`src/rtl/mux_n1_pipe.sv`:
```
// mux_n1_pipe: N-to-1 registered mux, fixed-select or round-robin grant, valid/ready per channel.
// Define MUX_N1_PARITY_EN to add a registered even-parity output (out_parity).
module mux_n1_pipe #(
  parameter  int WIDTH = 64,
  parameter  int N     = 4,
  localparam int SELW  = $clog2(N)
) (
  input  logic               clk,
  input  logic               reset,
  input  logic [N*WIDTH-1:0] in_data,
  input  logic [N-1:0]       in_valid,
  output logic [N-1:0]       in_ready,
  input  logic               mode,
  input  logic [SELW-1:0]    sel,
  output logic [WIDTH-1:0]   out_data,
  output logic [SELW-1:0]    out_src,
  output logic               out_valid,
`ifdef MUX_N1_PARITY_EN
  output logic               out_parity,
`endif
  input  logic               out_ready
);

  logic [WIDTH-1:0] r_data;
  logic [SELW-1:0]  r_src;
  logic             r_valid;
  logic [SELW-1:0]  r_rr_ptr;

  logic             w_accept;
  logic             w_fx_vld;
  logic             w_rr_vld;
  logic [SELW-1:0]  w_rr_grant;
  logic             w_gnt_vld;
  logic [SELW-1:0]  w_grant;
  logic             w_xfer;
  logic [WIDTH-1:0] w_sel_data;

  // Out-of-range sel matches no channel, so it never grants.
  always_comb begin
    w_fx_vld = 1'b0;
    for (int i = 0; i < N; i++) begin
      if (sel == SELW'(i)) w_fx_vld = in_valid[i];
    end
  end

  // Search order starts one past the last winner; k-th candidate is (ptr+k) mod N.
  always_comb begin
    w_rr_vld   = 1'b0;
    w_rr_grant = '0;
    for (int k = 1; k <= N; k++) begin
      for (int i = 0; i < N; i++) begin
        if (!w_rr_vld && in_valid[i] &&
            ((int'(r_rr_ptr) + k == i) || (int'(r_rr_ptr) + k == i + N))) begin
          w_rr_vld   = 1'b1;
          w_rr_grant = SELW'(i);
        end
      end
    end
  end

  always_comb begin
    w_accept  = !r_valid || out_ready;
    w_gnt_vld = mode ? w_rr_vld : w_fx_vld;
    w_grant   = mode ? w_rr_grant : sel;
    w_xfer    = w_accept && w_gnt_vld;
  end

  always_comb begin
    w_sel_data = '0;
    in_ready   = '0;
    for (int i = 0; i < N; i++) begin
      if (w_grant == SELW'(i)) begin
        w_sel_data  = in_data[i*WIDTH +: WIDTH];
        in_ready[i] = w_xfer;
      end
    end
  end

  always_ff @(posedge clk or negedge reset) begin
    if (!reset) begin
      r_data   <= '0;
      r_src    <= '0;
      r_valid  <= 1'b0;
      r_rr_ptr <= SELW'(N - 1);
    end else if (w_xfer) begin
      r_data  <= w_sel_data;
      r_src   <= w_grant;
      r_valid <= 1'b1;
      if (mode) r_rr_ptr <= w_grant;
    end else if (w_accept) begin
      r_valid <= 1'b0;
    end
  end

`ifdef MUX_N1_PARITY_EN
  logic r_parity;

  always_ff @(posedge clk or negedge reset) begin
    if (!reset) begin
      r_parity <= 1'b0;
    end else if (w_xfer) begin
      r_parity <= ^w_sel_data;
    end
  end

  assign out_parity = r_parity;
`endif

  assign out_data  = r_data;
  assign out_src   = r_src;
  assign out_valid = r_valid;

endmodule

```
`config.mk`:
```
export PLATFORM = sky130hd
export DESIGN_NAME = mux_n1_pipe
export DESIGN_NICKNAME = d
export VERILOG_FILES = /design/src/rtl/mux_n1_pipe.sv
export SDC_FILE = /design/constraint.sdc
export NUM_CORES = 1
export LEC_CHECK = 0
export CAP_MARGIN = 40
export CORE_ASPECT_RATIO = 0.5
export CORE_UTILIZATION = 40
export CTS_BUF_LIST = sky130_fd_sc_hd__clkbuf_8
export CTS_CLUSTER_SIZE = 14
export DETAILED_ROUTE_END_ITERATION = 8
export GPL_TIMING_DRIVEN = 0
export PLACE_DENSITY = 0.77
export REMOVE_ABC_BUFFERS = 1
export SLEW_MARGIN = 20
export SYNTH_ARGS = -nofsm -noshare
export SYNTH_HDL_FRONTEND = slang
export SYNTH_SLANG_ARGS = --single-unit
```
`constraint.sdc`:
```
create_clock -name clk -period 4.4 [get_ports clk]
set_clock_uncertainty 0.1 [all_clocks]
set_input_delay 0.88 -clock clk [delete_from_list [all_inputs] [get_ports clk]]
set_output_delay 0.88 -clock clk [all_outputs]
set_load 0.03 [all_outputs]
```
* After elaboration in Yosys (flattened, before gate mapping) *
Index checks and enable logic that the tools add are counted.

operators by class
  add/subtract/negate cells = 4
  equality and inequality tests = 34
  mux-type cells = 47
  reduce and logical (&&, ||, !) cells = 73

operators by type and width
  operator               count
  $eq A32 B4 Y1 const B  12
  $eq A32 B3 Y1 const B  8
  $mux W64               4
  $eq A32 B2 Y1 const B  4
  $logic_not A32 Y1      4
  $logic_and A1 B1 Y1    32
  $mux W2                15
  $mux W1                28
  $logic_or A1 B1 Y1     17
  $logic_not A1 Y1       16
  $eq A3 B3 Y1 const B   3
  $eq A2 B2 Y1 const B   4
  $add A2 B2 Y3 const B  2
  $add A2 B3 Y4 const B  1
  $eq A2 B1 Y1 const B   2
  $eq A4 B3 Y1 const B   1
  $logic_not A2 Y1       2
  $add A2 B1 Y3 const B  1
  $reduce_and A2 Y1      1
  $reduce_bool A2 Y1     1

word-level totals
  register bits after elaboration = 69
  bits of input ports = 266
  output and inout port bits = 71
  word-level logic and storage cells = 162

* Depth between registers and ports, before layout *
  depth after elaboration = 71
  mapped depth = 9
  depth with buffers taken out = 5

* Worst setup path after synthesis *
Ideal clock, no wire load.

  path kind = input port to output port
  start = in sel[0]
  end = out in_ready[1]
  data arrival time = 2.841 ns
  data required time = 3.420 ns
  path slack = 0.579 ns
  stages on the path = 6
  cells stage by stage = mux4_1 -> nor2_1 -> or3_4 -> buf_6 -> buf_2 -> nor4_1

on the way
  longest elaborated chain between the ends = 8
  elaborated cells on any way between the ends = 13
  those cells by class = eq/ne: 4; mux: 7; reduce/logical: 2

RTL lines
  what                   line  source
  start: declaration     14    input logic [SELW-1:0] sel,
  $logic_not A2 Y1       42    if (sel == SELW'(i)) w_fx_vld = in_valid[i];
  $mux W1 (4 in series)  42
  $mux W1                63    w_gnt_vld = mode ? w_rr_vld : w_fx_vld;
  $logic_and A1 B1 Y1    65    w_xfer = w_accept && w_gnt_vld;
  $mux W1 *              72    if (w_grant == SELW'(i)) begin
  end: declaration       12    output logic [N-1:0] in_ready,

Mark *: on every way between the ends. The rest lies on a longest branch, timed or not.

* Final worst setup path *
  start = in in_valid[3]
  end = out in_ready[3]

on the way
  longest elaborated chain between the ends = 54
  elaborated cells on any way between the ends = 70
  those cells by class = eq/ne: 1; mux: 30; reduce/logical: 39

RTL lines
  what                                                 line    source
  start: declaration                                   11      input logic [N-1:0] in_valid,
  $logic_and A1 B1 Y1 (2 in series)                    52      if (!w_rr_vld && in_valid[i] &&
  $mux W1                                              52
  $logic_not A1 Y1                                     52
  $logic_and A1 B1 Y1 (2 in series)                    52
  $mux W1                                              52
  $logic_not A1 Y1                                     52
  $logic_and A1 B1 Y1 (2 in series)                    52
  $mux W1                                              52
  [... 33 more ...]                                    -
  $logic_and A1 B1 Y1 (2 in series)                    52
  $mux W1                                              52
  $logic_not A1 Y1                                     52
  $logic_and A1 B1 Y1 (2 in series)                    52
  $mux W2 or $mux W1 (tied branches)                   52
  $mux W2 or $mux W1 (tied branches)                   64, 63
  $eq A2 B2 Y1 or $logic_and A1 B1 Y1 (tied branches)  72, 65
  $mux W1 *                                            72

Marked as above.

==> flow_summary.ini <==
[status]
status = completed

[place]
pre_cts_slack_ps = -499
post-dp-hpwl_mm = 19.3
io_buffers = 336
gp_congestion = 0.826

[logic_synthesis]
yosys-top-cells-area = dfrtp_1, mux2i_1, a221oi_2
synthCells = 713
avgSynthCellArea_um2 = 9.75
yosys.area.top_type_share_pct = 24.1
synth_cell_types = 39
yosys_warnings = 0
seq_area_frac_synth_pct = 24.9
ys.flop_type = dfrtp_1
synth_edf_count = 0
async_reset_ff_share_pct = 100
yosysTopAreaCell = dfrtp_1
ys_ff_latch = 69
synth_area_um2 = 6950

[sta]
finalCritPeriodShare_pct = 98.0
fin_ws_ps = 86.7
hold_viol_final = 0
setup_tns_ps = 0
clock.fmax_ghz = 0.232
drv_slew = 0
tightest_slew_ps = 711
slew-limit-headroom_pct = 52.6
fin_hold_ws_ps = 389
period_needed_ps = 4310
rsz0062_at_grt = false
setup_viol = 0

[clock_network]
cts.sinks = 69
cts_tree = done
clk_path_buf_depth = 2
clk_pin_slew_ps = 90
htreeDepth = 3
cts_hold_buf = 0
cts_buffers = 9
clock_latency_ps = 350
root_buffer = clkbuf_8

[grt]
grt_max_degree = 57
grt_pass1_vias = 7532
grt_overflow = 0
track_usage_pct = 30.4
grt_pass1_wl_mm = 42.3
antenna_found_initial = 0

[worst_setup_path]
r2r_slack_ps = 1750
worstSetupStartpointType = input pin
slowest_delay_ps = 560
cp-endpoint = in_ready[3]
crit_chain = clkdlybuf4s50_1 -> nor2b_2 -> o221a_4 -> and2_4 -> buf_16 -> nor2_1 -> nor3_1 -> dlygate4sd2_1
crit_slowest_cell = clkdlybuf4s50_1
crit_start = in_valid[3]
setup.worst_path.class = in2out
timing.rr.start = r_rr_ptr[0]$_DFFE_PN1P_
cp-end-kind = primary output
worst_r2r_path_depth = 8
r2r_end = out_data[11]$_DFFE_PN0P_
arrival_ps = 3330
crit_required_ps = 3420
crit_fanout = 54

[detailed_routing]
postRouteAntennaNets = 0
routed_wirelength_mm = 28.4
drt_first_pass_iters = 5
drc = 0
vias_per_cell = 6.10
vias = 7499
wl_per_cell_um = 23.1
drt-initial-drc-count = 561

[job]
max-cap-violations = 0

[die]
chipWidth_um = 188
row_count = 33
design.die.area_um2 = 17900
chipHeight_um = 95.2
start_util_pct = 41.7
coreArea_um2 = 16700
io-pin-count = 337

[cells_and_area]
antenna_cells = 0
area_delta_synth_final_pct = 55.8
final_common_cell = clkdlybuf4s50_1
fin_nets = 1263
layout_common_cells = clkdlybuf4s50_1, mux2i_1, dfrtp_1
drive_above_1_share_pct = 12.2
fillers = 1368

[pwr]
total_leakage_power_uw = 0.00483
powerDensity_nw_per_um2 = 400
vdd_drop_max_uv = 265

[min_path]
min_path_type = in2async
==> metrics by stage <==
step	cell area [um^2]	total power, uW	instances	utilization, %
4_1_cts	10800	4330	1228	64.8
3_5_place_dp	10600	3750	1206	63.4
3_3_place_gp	10000	3750	1183	60.2
2_1_floorplan	6400	2630	620	-
5_1_grt	10800	4530	1229	64.9
6_report	10800	4330	1229	64.9
==> synthesized netlist by cell type, types with 3 or more instances <==
| library cell | n |
|---|---|
| o21ai_0 | 3 |
| nor2b_1 | 4 |
| clkbuf_1 | 40 |
| buf_6 | 12 |
| o211ai_1 | 64 |
| nor2_1 | 5 |
| buf_8 | 3 |
| a221oi_2 | 58 |
| buf_4 | 9 |
| dfrtp_1 | 67 |
| nand2_1 | 67 |
| a221oi_1 | 6 |
| buf_2 | 23 |
| mux2i_1 | 129 |
| nor3_1 | 3 |
| a31oi_1 | 64 |
| a22o_1 | 64 |
| a21o_1 | 64 |
==> report_power, final <==
| part | total, uW | leakage, uW | switching [uW] | internal [uW] |
|---|---|---|---|---|
| clock | 526 | 0.000107 | 271 | 256 |
| sequential | 993 | 0.000833 | 141 | 853 |
| combinational | 2810 | 0.00389 | 1530 | 1280 |
| total | 4330 | 0.00483 | 1940 | 2390 |
==> kinds of logic after synthesis <==
kind of cell | count (synthesis) | synth area share, %
flops | 69 | 24.9
mux | 131 | 19.1
buf+inv | 95 | 8.06
compound gates | 329 | 42.3
simple gates | 89 | 5.63
==> repair_timing <==
| item | in CTS | in global routing |
|---|---|---|
| cloned | 2 | 1 |
| endpoints found under the setup margin | 4 | 2 |
| resized for setup | 5 | 4 |
| pin swaps | 2 | 0 |
| buffers inserted | 4 | 0 |
==> critical path, delay by kind of cell <==
kind / cells / cell delay (ps)
compound gates: 1 / 260
buf+inv: 3 / 1270
simple gates: 4 / 890
==> metal layers <==
layer	wire length, um	global-route usage (%)
met4	943	11.0
met2	13900	52.1
met3	1410	4.31
met1	12100	39.5
met5	0	0
==> state kept, by name, indices dropped and copies added (netlist names) <==
| signal | cells |
|---|---|
| out_data | 64 |
| out_src | 2 |
| r_rr_ptr | 2 |
| out_valid | 1 |
==> how the worst min path moves through the flow <==
stage	end	slack [ps]
3_5_place_dp	out_src[0]$_DFFE_PN0P_	380
6_report	out_data[27]$_DFFE_PN0P_	390
5_1_grt	out_data[27]$_DFFE_PN0P_	410
2_1_floorplan	r_rr_ptr[0]$_DFFE_PN1P_	360
4_1_cts	r_rr_ptr[0]$_DFFE_PN1P_	390
3_3_place_gp	out_src[1]$_DFFE_PN0P_	360
==> area by class of cell <==
class / instances / area [um^2] / share of cell area [%]
Clock buffer: 9 / 124 / 1.14
Clock inverter: 7 / 60.1 / 0.555
Inverter: 2 / 7.51 / 0.0693
Multi-Input combinational cell: 551 / 4720 / 43.6
Sequential cell: 69 / 1730 / 16.0
Tap cell: 227 / 284 / 2.62
Timing Repair Buffer: 364 / 3900 / 36.0
Power figures use the tool's default switching activity.
